$ cat src/rtl/usb_sie_regs_pkg.sv
// ---------------------------------------------------------------------------
// usb_sie_regs_pkg
//   I/O address map and register layouts for the USB SIE register block.
//   - SIE_BASE_NIBBLE : io_addr[15:12] value that selects the SIE window
//   - REG_*           : word index (io_addr[11:1]) of each register
//   - *_BIT           : bit positions used by control writes / status reads
//   - tx_ctrl_t/rx_ctrl_t : low nibble of the TX/RX control status words
// ---------------------------------------------------------------------------
package usb_sie_regs_pkg;

    localparam logic [3:0]  SIE_BASE_NIBBLE = 4'h6;

    // Word indices; the byte offsets are 0x000, 0x002, 0x004, 0x006.
    localparam logic [10:0] REG_TX_DATA    = 11'd0;
    localparam logic [10:0] REG_TX_CONTROL = 11'd1;
    localparam logic [10:0] REG_RX_DATA    = 11'd2;
    localparam logic [10:0] REG_RX_CONTROL = 11'd3;

    // TX_CONTROL write bits
    localparam int TXC_GO_BIT  = 0;
    localparam int TXC_OVF_BIT = 1;

    // RX_CONTROL write-one-to-clear bits
    localparam int RXC_ROVF_BIT = 1;
    localparam int RXC_EOP_BIT  = 2;
    localparam int RXC_ERR_BIT  = 3;

    // FIFO count field starts here in both control status words
    localparam int CTRL_COUNT_LSB = 4;

    // Declared MSB first so that go lands on bit 0.
    typedef struct packed {
        logic empty;
        logic full;
        logic ovf;
        logic go;
    } tx_ctrl_t;

    typedef struct packed {
        logic err;
        logic eop;
        logic rovf;
        logic not_empty;
    } rx_ctrl_t;

    function automatic logic sie_selected(input logic [15:0] addr);
        return addr[15:12] == SIE_BASE_NIBBLE;
    endfunction

endpackage

$ cat src/rtl/usb_byte_fifo.sv
// ---------------------------------------------------------------------------
// usb_byte_fifo
//   Small byte FIFO with a combinational head output. Storage is a register
//   array cleared by reset so the head reads 0 after reset.
//   Ports:
//     clk, reset        : clock, asynchronous active-high reset
//     push, push_data   : enqueue request and byte
//     pop               : dequeue request (ignored when empty)
//     head              : oldest byte (stale/zero when empty)
//     full, empty, count: occupancy status
//   A push while full is accepted only when a pop happens on the same edge;
//   the caller decides whether it wants to offer such a push.
// ---------------------------------------------------------------------------
module usb_byte_fifo #(
    parameter int DEPTH = 4,
    parameter int AW    = 2
) (
    input  logic          clk,
    input  logic          reset,
    input  logic          push,
    input  logic [7:0]    push_data,
    input  logic          pop,
    output logic [7:0]    head,
    output logic          full,
    output logic          empty,
    output logic [AW:0]   count
);

    logic [7:0]    mem_reg [DEPTH];
    logic [AW-1:0] wr_ptr_reg;
    logic [AW-1:0] rd_ptr_reg;
    logic [AW:0]   count_reg;
    logic [AW:0]   count_next;
    logic          do_push;
    logic          do_pop;

    assign full  = (count_reg == (AW+1)'(DEPTH));
    assign empty = (count_reg == '0);
    assign count = count_reg;
    assign head  = mem_reg[rd_ptr_reg];

    assign do_pop  = pop & ~empty;
    // When full, the slot being written is the head that leaves on this edge.
    assign do_push = push & (~full | do_pop);

    always_comb begin
        count_next = count_reg;
        case ({do_push, do_pop})
            2'b10:   count_next = count_reg + (AW+1)'(1);
            2'b01:   count_next = count_reg - (AW+1)'(1);
            default: count_next = count_reg;
        endcase
    end

    always_ff @(posedge clk or posedge reset) begin
        if (reset) begin
            for (int i = 0; i < DEPTH; i++) begin
                mem_reg[i] <= 8'h00;
            end
            wr_ptr_reg <= '0;
            rd_ptr_reg <= '0;
            count_reg  <= '0;
        end else begin
            if (do_push) begin
                mem_reg[wr_ptr_reg] <= push_data;
                wr_ptr_reg          <= wr_ptr_reg + AW'(1);
            end
            if (do_pop) begin
                rd_ptr_reg <= rd_ptr_reg + AW'(1);
            end
            count_reg <= count_next;
        end
    end

endmodule

$ cat src/rtl/usb_sie_regs.sv
// ---------------------------------------------------------------------------
// usb_sie_regs
//   CPU register block for the USB serial interface engine at 16'h6000.
//   Ports:
//     clk, reset                  : clock, asynchronous active-high reset
//     io_addr/io_rd/io_wr/io_wdata: 16-bit I/O bus request
//     io_rdata                    : registered read data (1-cycle latency)
//     tx_data/tx_valid/tx_last    : byte stream to the SIE
//     tx_ready                    : SIE accepts the current TX byte
//     rx_data/rx_valid            : byte stream from the SIE
//     rx_eop/rx_err               : end-of-packet / error pulses
//   Registers (word index = io_addr[11:1]):
//     0 TX_DATA, 1 TX_CONTROL, 2 RX_DATA, 3 RX_CONTROL
// ---------------------------------------------------------------------------
module usb_sie_regs
    import usb_sie_regs_pkg::*;
#(
    parameter int DEPTH = 4,
    parameter int AW    = 2
) (
    input  logic        clk,
    input  logic        reset,
    input  logic [15:0] io_addr,
    input  logic        io_rd,
    input  logic        io_wr,
    input  logic [15:0] io_wdata,
    output logic [15:0] io_rdata,
    output logic [7:0]  tx_data,
    output logic        tx_valid,
    output logic        tx_last,
    input  logic        tx_ready,
    input  logic [7:0]  rx_data,
    input  logic        rx_valid,
    input  logic        rx_eop,
    input  logic        rx_err
);

    // ---------------- decode ----------------
    logic        sel;
    logic [10:0] reg_idx;
    logic        wr_en;
    logic        rd_en;
    logic        wr_tx_data;
    logic        wr_tx_ctrl;
    logic        wr_rx_ctrl;
    logic        rd_rx_data;
    logic        bus_unused;

    assign sel     = sie_selected(io_addr);
    assign reg_idx = io_addr[11:1];
    assign wr_en   = io_wr & sel;
    // A write wins over a simultaneous read: the read is dropped entirely.
    assign rd_en   = io_rd & ~io_wr;

    assign wr_tx_data = wr_en & (reg_idx == REG_TX_DATA);
    assign wr_tx_ctrl = wr_en & (reg_idx == REG_TX_CONTROL);
    assign wr_rx_ctrl = wr_en & (reg_idx == REG_RX_CONTROL);
    assign rd_rx_data = rd_en & sel & (reg_idx == REG_RX_DATA);

    assign bus_unused = io_addr[0] ^ (^io_wdata[15:8]);

    // ---------------- TX path ----------------
    logic [7:0]  tx_head;
    logic        tx_full;
    logic        tx_empty;
    logic [AW:0] tx_count;
    logic        tx_push;
    logic        tx_pop;
    logic        go_reg;
    logic        go_next;
    logic        ovf_reg;
    logic        ovf_next;
    logic        set_go;

    // A full TX FIFO drops the CPU write even if the SIE pops on this edge.
    assign tx_push = wr_tx_data & ~tx_full;
    assign tx_pop  = tx_valid & tx_ready;

    usb_byte_fifo #(
        .DEPTH (DEPTH),
        .AW    (AW)
    ) u_tx_fifo (
        .clk       (clk),
        .reset     (reset),
        .push      (tx_push),
        .push_data (io_wdata[7:0]),
        .pop       (tx_pop),
        .head      (tx_head),
        .full      (tx_full),
        .empty     (tx_empty),
        .count     (tx_count)
    );

    assign tx_valid = go_reg & ~tx_empty;
    assign tx_data  = tx_head;
    assign tx_last  = tx_valid & (tx_count == (AW+1)'(1));

    assign set_go = wr_tx_ctrl & io_wdata[TXC_GO_BIT] & ~tx_empty;

    always_comb begin
        // A fresh go request wins over the end-of-packet clear.
        go_next  = set_go | (go_reg & ~(tx_pop & tx_last));
        ovf_next = (ovf_reg & ~(wr_tx_ctrl & io_wdata[TXC_OVF_BIT]))
                 | (wr_tx_data & tx_full);
    end

    // ---------------- RX path ----------------
    logic [7:0]  rx_head;
    logic        rx_full;
    logic        rx_empty;
    logic [AW:0] rx_count;
    logic        rx_pop;
    logic        rovf_reg;
    logic        rovf_next;
    logic        eop_reg;
    logic        eop_next;
    logic        err_reg;
    logic        err_next;

    assign rx_pop = rd_rx_data & ~rx_empty;

    // The FIFO itself accepts a push into a full buffer when the CPU pops
    // on the same edge, so only a push without a pop overflows.
    usb_byte_fifo #(
        .DEPTH (DEPTH),
        .AW    (AW)
    ) u_rx_fifo (
        .clk       (clk),
        .reset     (reset),
        .push      (rx_valid),
        .push_data (rx_data),
        .pop       (rx_pop),
        .head      (rx_head),
        .full      (rx_full),
        .empty     (rx_empty),
        .count     (rx_count)
    );

    always_comb begin
        // Set terms are ORed in last so a same-cycle set beats the clear.
        rovf_next = (rovf_reg & ~(wr_rx_ctrl & io_wdata[RXC_ROVF_BIT]))
                  | (rx_valid & rx_full & ~rx_pop);
        eop_next  = (eop_reg & ~(wr_rx_ctrl & io_wdata[RXC_EOP_BIT])) | rx_eop;
        err_next  = (err_reg & ~(wr_rx_ctrl & io_wdata[RXC_ERR_BIT])) | rx_err;
    end

    // ---------------- read mux ----------------
    tx_ctrl_t    tx_stat;
    rx_ctrl_t    rx_stat;
    logic [15:0] tx_word;
    logic [15:0] rx_word;
    logic [15:0] rdata_reg;
    logic [15:0] rdata_next;

    always_comb begin
        tx_stat = '{empty: tx_empty, full: tx_full, ovf: ovf_reg, go: go_reg};
        rx_stat = '{err: err_reg, eop: eop_reg, rovf: rovf_reg, not_empty: ~rx_empty};

        tx_word = '0;
        tx_word[3:0] = tx_stat;
        tx_word[CTRL_COUNT_LSB +: AW+1] = tx_count;

        rx_word = '0;
        rx_word[3:0] = rx_stat;
        rx_word[CTRL_COUNT_LSB +: AW+1] = rx_count;

        rdata_next = rdata_reg;
        if (rd_en) begin
            rdata_next = '0;
            if (sel) begin
                case (reg_idx)
                    REG_TX_DATA:    rdata_next = '0;
                    REG_TX_CONTROL: rdata_next = tx_word;
                    REG_RX_DATA:    rdata_next = rx_empty ? 16'h0000 : {8'h00, rx_head};
                    REG_RX_CONTROL: rdata_next = rx_word;
                    default:        rdata_next = '0;
                endcase
            end
        end
    end

    assign io_rdata = rdata_reg;

    // ---------------- state registers ----------------
    always_ff @(posedge clk or posedge reset) begin
        if (reset) begin
            rdata_reg <= '0;
            go_reg    <= 1'b0;
            ovf_reg   <= 1'b0;
            rovf_reg  <= 1'b0;
            eop_reg   <= 1'b0;
            err_reg   <= 1'b0;
        end else begin
            rdata_reg <= rdata_next;
            go_reg    <= go_next;
            ovf_reg   <= ovf_next;
            rovf_reg  <= rovf_next;
            eop_reg   <= eop_next;
            err_reg   <= err_next;
        end
    end

endmodule

$ cat config.mk
export PLATFORM = sky130hd
export DESIGN_NAME = usb_sie_regs
export DESIGN_NICKNAME = d
export VERILOG_FILES = /design/src/rtl/usb_sie_regs_pkg.sv /design/src/rtl/usb_byte_fifo.sv /design/src/rtl/usb_sie_regs.sv
export SDC_FILE = /design/constraint.sdc
export NUM_CORES = 1
export LEC_CHECK = 0
export ABC_AREA = 1
export CORE_UTILIZATION = 49
export CTS_CLUSTER_DIAMETER = 30
export DETAILED_ROUTE_END_ITERATION = 16
export HOLD_SLACK_MARGIN = 0.05
export PLACE_DENSITY_LB_ADDON = 0.12
export SLEW_MARGIN = 20
export SYNTH_ARGS = -nofsm -noshare
export SYNTH_HDL_FRONTEND = slang
export SYNTH_SLANG_ARGS = --single-unit
$ cat constraint.sdc
create_clock -name clk -period 3 [get_ports clk]
set_input_delay 0.75 -clock clk [delete_from_list [all_inputs] [get_ports clk]]
set_output_delay 0.75 -clock clk [all_outputs]
set_load 0.03 [all_outputs]
### Word level (Yosys, flattened, before mapping)

Cells that the tools add are included.

| word-level totals | value |
|---|---|
| register bits | 99 |
| latch bits | 0 |
| RAM bits | 0 |
| ROM bits | 0 |
| bits of input ports | 48 |
| output and inout bits | 26 |
| logic and storage cells | 122 |
| memories kept | 0 |

| cells by class | value |
|---|---|
| $add $sub $neg | 8 |
| $mul | 0 |
| div/mod/pow operators | 0 |
| magnitude comparators | 6 |
| eq/ne operators | 11 |
| shift-type cells | 0 |
| multiplexer cells | 17 |
| bitwise operators | 53 |
| reduce and logical (&&, ||, !) cells | 7 |

Operator list:

| cell | count |
|---|---|
| $bwmux W32 | 2 |
| $mux W8 | 8 |
| $bmux W8 S2 | 2 |
| $demux W8 S2 | 2 |
| $and A1 B1 Y1 | 31 |
| $pmux W8 S3 | 1 |
| $eq A11 B2 Y1 const B | 2 |
| $ge A3 B3 Y1 const B | 4 |
| $not A2 Y3 | 4 |
| $pmux W3 S2 | 2 |
| $eq A11 B1 Y1 const B | 1 |
| $logic_not A11 Y1 | 1 |
| $not A1 Y1 | 11 |
| $add A2 B1 Y2 const B | 4 |
| $or A1 B1 Y1 | 7 |
| $add A3 B1 Y3 const B | 2 |
| $eq A3 B3 Y1 const B | 2 |
| $logic_not A3 Y1 | 2 |
| $lt A3 B1 Y1 const B | 2 |
| $sub A3 B1 Y3 const B | 2 |
| $eq A2 B1 Y1 const B | 2 |
| $eq A2 B2 Y1 const B | 2 |
| $eq A4 B3 Y1 const B | 1 |
| $reduce_bool A2 Y1 | 2 |
| 2 further kinds | 3 |

### Depth between registers and ports, before layout

| logic depth | value |
|---|---|
| depth in word-level cells | 10 |
| gate-level depth with buffers | 14 |
| gate-level depth less buffers | 13 |

### By module

A second synthesis with hierarchy kept.

| second synthesis, totals | value |
|---|---|
| cells, all modules | 605 |
| area, all modules | 5052.3 µm² |

By module, submodules not included:

| module | times used | cells each | area an instance (µm²) | sequential area each (µm²) |
|---|---|---|---|---|
| usb_byte_fifo at u_tx_fifo | 1 | 237 | 2015.7 | 975.9 |
| usb_byte_fifo at u_rx_fifo | 1 | 208 | 1990.7 | 975.9 |
| usb_sie_regs | 1 | 160 | 1046.0 | 325.3 |

### Least setup slack after synthesis

Ideal clock, no wire load.

| timing path | value |
|---|---|
| path type | input-to-reg |
| start point | input port io_wr |
| end point | register u_rx_fifo.count_reg[2], in the netlist u_rx_fifo.count[2] |
| setup time | 131 ps |
| data arrival time | 2423 ps |
| data required time | 2869 ps |
| slack | 446 ps |
| stages on the path | 13 |
| buffers on the path | 1 |
| cell sequence | inv_1 > nand2_1 > nor2_1 > nand3_2 > nand2_4 > buf_12 > nand2_1 > ha_1 > inv_1 > fa_1 > a21oi_1 > o21ai_0 > xor2_1 |

| between the ends | value |
|---|---|
| word-level cells in the longest chain between the ends | 10 |
| elaborated cells on any way between the ends | 12 |
| classes of those cells | 2 x eq/ne; 1 x mux; 8 x bitwise; 1 x reduce/logical |

RTL lines:

| element | RTL line | text |
|---|---|---|
| start, declared | usb_sie_regs.sv:25 | `input logic io_wr,` |
| $not A1 Y1 (*) | usb_sie_regs.sv:53 | `assign rd_en = io_rd & ~io_wr;` |
| $and A1 B1 Y1 (*) | usb_sie_regs.sv:53 |  |
| $and A1 B1 Y1 (*) (2 in series) | usb_sie_regs.sv:58 | `assign rd_rx_data = rd_en & sel & (reg_idx == REG_RX_DATA);` |
| $and A1 B1 Y1 (*) | usb_sie_regs.sv:120 | `assign rx_pop = rd_rx_data & ~rx_empty;` |
| $and A1 B1 Y1 (*) | usb_byte_fifo.sv:42 | `assign do_pop = pop & ~empty;` |
| $or A1 B1 Y1 | usb_byte_fifo.sv:44 | `assign do_push = push & (~full \| do_pop);` |
| $and A1 B1 Y1 | usb_byte_fifo.sv:44 |  |
| $eq A2 B1 Y1 or $eq A2 B2 Y1 (tied branches) | usb_byte_fifo.sv:48 | `case ({do_push, do_pop})` |
| $pmux W3 S2 or $reduce_bool A2 Y1 (tied branches) | n/a |  |
| end signal, assigned | usb_byte_fifo.sv:71 | `count_reg <= count_next;` |
| end, declared | usb_byte_fifo.sv:32 | `logic [AW:0] count_reg;` |

Every way passes the cells marked *; elsewhere a longest branch is shown, timed or not.
A chain may end at the register's enable or synchronous reset.

### Worst setup path after layout

| timing path | value |
|---|---|
| start point | register u_tx_fifo.rd_ptr_reg[1] |
| end point | output port tx_data[1] |

| between the ends | value |
|---|---|
| word-level cells in the longest chain between the ends | 4 |

RTL lines:

| element | RTL line | text |
|---|---|---|
| start, declared | usb_byte_fifo.sv:31 | `logic [AW-1:0] rd_ptr_reg;` |
| start signal, assigned | usb_byte_fifo.sv:69 | `rd_ptr_reg <= rd_ptr_reg + AW'(1);` |
| $not A2 Y3 (not written as such) | usb_byte_fifo.sv:40 | `assign head = mem_reg[rd_ptr_reg];` |
| $bmux W8 S2 | usb_byte_fifo.sv:40 |  |
| $mux W8 (not written as such) (2 in series) | usb_byte_fifo.sv:40 |  |
| end, declared | usb_sie_regs.sv:28 | `output logic [7:0] tx_data,` |

No other way between the ends. The select of a mux whose other input is x is not followed.

==> flow_summary.yaml <==
cells_and_area:
  area_growth_syn_to_layout_pct: 17.3
  n_antenna_cell: 0
  finalNetCount: 736
  drive_above_1_share_pct: 7.96
  n_fill_cell: 953
pwr:
  p_seq_share_pct: 47.7
  power.density_nw_per_um2: 575
  p_int_mw: 2.13
  p_leak_nw: 2.94
  power.switching_mw: 1.23
  clkPwrFrac_pct: 25.1
  p_sw_share_pct: 36.5
  p_comb_share_pct: 27.2
  vdd_drop_max_uv: 524
  total_power_mw: 3.36
cts:
  cts_hold_buffers: 0
  clk_pin_slew_worst_paths_ns: 0.10
  clkLatencyLatePin_ns: 0.37
  cts_setup_buffers: 0
  cts.path.max_buffers: 2
  tritoncts: "yes"
  htreeDepth: 3
  cts_sinks: 91
  tritoncts.num_buffers: 9
  root_buffer: "clkbuf_8"
hold_path:
  hold_class: "reg2reg"
global_route:
  grt_max_degree: 40
  grt_pass1_wl_um: 19000
  antenna_found_initial: 0
  grt_use_total_pct: 23.3
  grt_overflow: 0
  grt_pass1_vias: 4039
detailed_routing:
  viasPerCell: 5.13
  drc_errors: 0
  routedWlPerCell_um: 13.9
  ant_nets: 0
  drtIter0Drc: 220
  wl_um: 11300
  drt-pass1-iter-count: 4
  num_vias: 4163
timing:
  fin_skew_ns: 0.0122
  setup-violations-final: 0
  rsz0062_at_grt: "no"
  finalCritPeriodShare_pct: 97.0
  post-route-worst-setup-slack_ns: 0.0897
  slew_headroom_pct: 55.7
  clock.fmax_mhz: 344
  tightest_slew_ns: 0.663
  tns_ns: 0
  hold_viol_final: 0
  slew_viol_final: 0
  period_minus_slack_ns: 2.91
setup_path:
  required_ns: 2.25
  crit_type: "reg2out"
  start_kind: "flip-flop"
  path_max_fanout: 8
  worstPathArrival_ns: 2.16
  cpMaxStageDelayCell: "clkdlybuf4s50_1"
  crit_family: "buffers and inverters"
  critical_path_buf_inv_count: 2
  max_stage_delay_ns: 0.73
  crit_path_end_kind: "output port"
  crit_path_cell_trace: "inv_1, o21ai_0, o22ai_1, clkdlybuf4s50_1"
synth:
  ys_ff_latch: 91
  synth_seq_area_share_pct: 45.7
  avgSynthCellArea_um2: 8.14
  synth_cell_type_count: 34
  netlist_area_um2: 4980
  synthFlopType: "dfrtp_1"
  synthArstFlopShare_pct: 100
  synth-edff-count: 0
  yosysWarnings: 0
  synth_cells: 612
floorplanning:
  die_w_um: 103
  die-height_um: 103
  rows: 36
  io-pin-count: 74
  coreArea_um2: 9820
  die_area_um2: 10600
  start_util_pct: 50.8
place:
  globalplace.congestion: 0.899
  portBuffers: 56
  pre_cts_slack_ns: 0.0311
  dp_hpwl_um: 8140
job:
  drv_cap: 0
run_status:
  status: "complete, no violations"
==> power groups by stage <==
stage / Combinational [mW] / Clock [mW] / Sequential [mW]
global placement: 0.897 / 0 / 1.61
finish: 0.914 / 0.843 / 1.60
detailed placement: 0.921 / 0 / 1.62
floorplan: 0.786 / 0 / 1.59
global route: 1.05 / 0.902 / 1.63
CTS: 0.923 / 0.859 / 1.60
==> through the flow <==
step	cell area, µm²	cells	utilization [%]	hold slack, ns
3_3_place_gp	5630	795	57.4	0.449
5_1_grt	5850	811	59.5	0.499
2_1_floorplan	5010	619	-	0.437
4_1_cts	5840	811	59.5	0.477
6_report	5850	811	59.5	0.479
3_5_place_dp	5630	795	57.4	0.453
==> worst min-delay path: stages (launching register included) <==
cell	delay (ns)
dfrtp_1	0.35
nand2_1	0.05
nand2_1	0.05
==> metal layers <==
layer,track usage [%],wire (µm),vias up
met4,8.56,201,0
met1,30.7,5240,1958
met5,0,0,-
met3,2.51,427,14
li1,-,-,2093
met2,39.8,5440,98
==> synth_stat cells, types with 2 or more instances <==
cell type | number | share of area, %
xnor2_1 | 3 | 0.53
o22ai_1 | 8 | 1.0
xor2_1 | 7 | 1.2
nand2_2 | 4 | 0.50
o21ai_1 | 32 | 3.2
a21oi_1 | 3 | 0.30
inv_1 | 62 | 4.7
nor3_1 | 5 | 0.50
clkbuf_4 | 2 | 0.30
nand3_4 | 6 | 2.1
buf_6 | 4 | 0.90
dfrtp_1 | 91 | 46
buf_2 | 3 | 0.30
nor2_8 | 2 | 0.80
clkbuf_1 | 5 | 0.38
nand3_1 | 39 | 3.9
nor2_1 | 40 | 3.0
o21ai_0 | 27 | 2.7
ha_1 | 14 | 3.5
nand4_1 | 38 | 4.8
buf_4 | 14 | 2.1
clkinv_1 | 2 | 0.15
buf_12 | 4 | 1.6
nand2_1 | 187 | 14
==> worst paths after layout <==
check                                        start               endpoint  slack (ns)  depth (start not counted)
setup / recovery           u_tx_fifo.rd_ptr_reg[1]             tx_data[1]        0.09                          4
hold / removal                u_rx_fifo.mem_reg[4]   u_rx_fifo.mem_reg[4]        0.48                          2
setup reg to reg                u_tx_fifo.count[0]     u_tx_fifo.count[2]        0.72                          9
hold reg to reg               u_rx_fifo.mem_reg[4]   u_rx_fifo.mem_reg[4]        0.48                          2
max in group asynchronous                    reset  u_tx_fifo.mem_reg[31]        1.59                          3
min in group asynchronous                    reset            io_rdata[4]        0.82                          2
==> layout make-up <==
class | instances | area, µm² | area share [%]
inverter | 65 | 251 | 4.30
tap | 133 | 166 | 2.85
sequential | 91 | 2280 | 39.0
clock inverter | 7 | 81.3 | 1.39
timing repair buffer | 76 | 739 | 12.6
multi-input combinational | 430 | 2210 | 37.7
clock buffer | 9 | 124 | 2.12
==> timing repair <==
action | CTS | global route
endpoints found under the setup margin | 2 | 2
pin swaps | 0 | 0
gates resized for setup | 2 | 2
==> kinds of logic after synthesis <==
kind of cell               count (synthesis)  synth area share, %
AOI/OAI and AO/OA                         72                 7.58
adders and majority gates                 15                 3.92
and+or+nand+nor                          325                 30.4
other                                      1               0.0752
xor gates and xnor gates                  10                 1.76
buffers and inverters                     98                 10.6
DFF                                       91                 45.7
==> cell usage in the layout, fill, tap and decap left out, types with 2 or more instances in the layout <==
cell             count
a21oi_1              3
buf_12               2
buf_4               18
clkbuf_8             9
clkdlybuf4s50_1     53
clkinv_1             2
clkinv_4             3
clkinv_8             2
clkinvlp_4           2
conb_1               8
dfrtp_1             91
dlymetal6s2s_1       2
ha_1                14
inv_1               60
inv_8                2
nand2_1            187
nand2_2              4
nand3_1             39
nand3_4              6
nand4_1             38
nor2_1              40
nor2_8               2
nor3_1               5
o21ai_0             27
o21ai_1             32
o22ai_1              8
xnor2_1              3
xor2_1               7
Power figures use the tool's default switching activity.
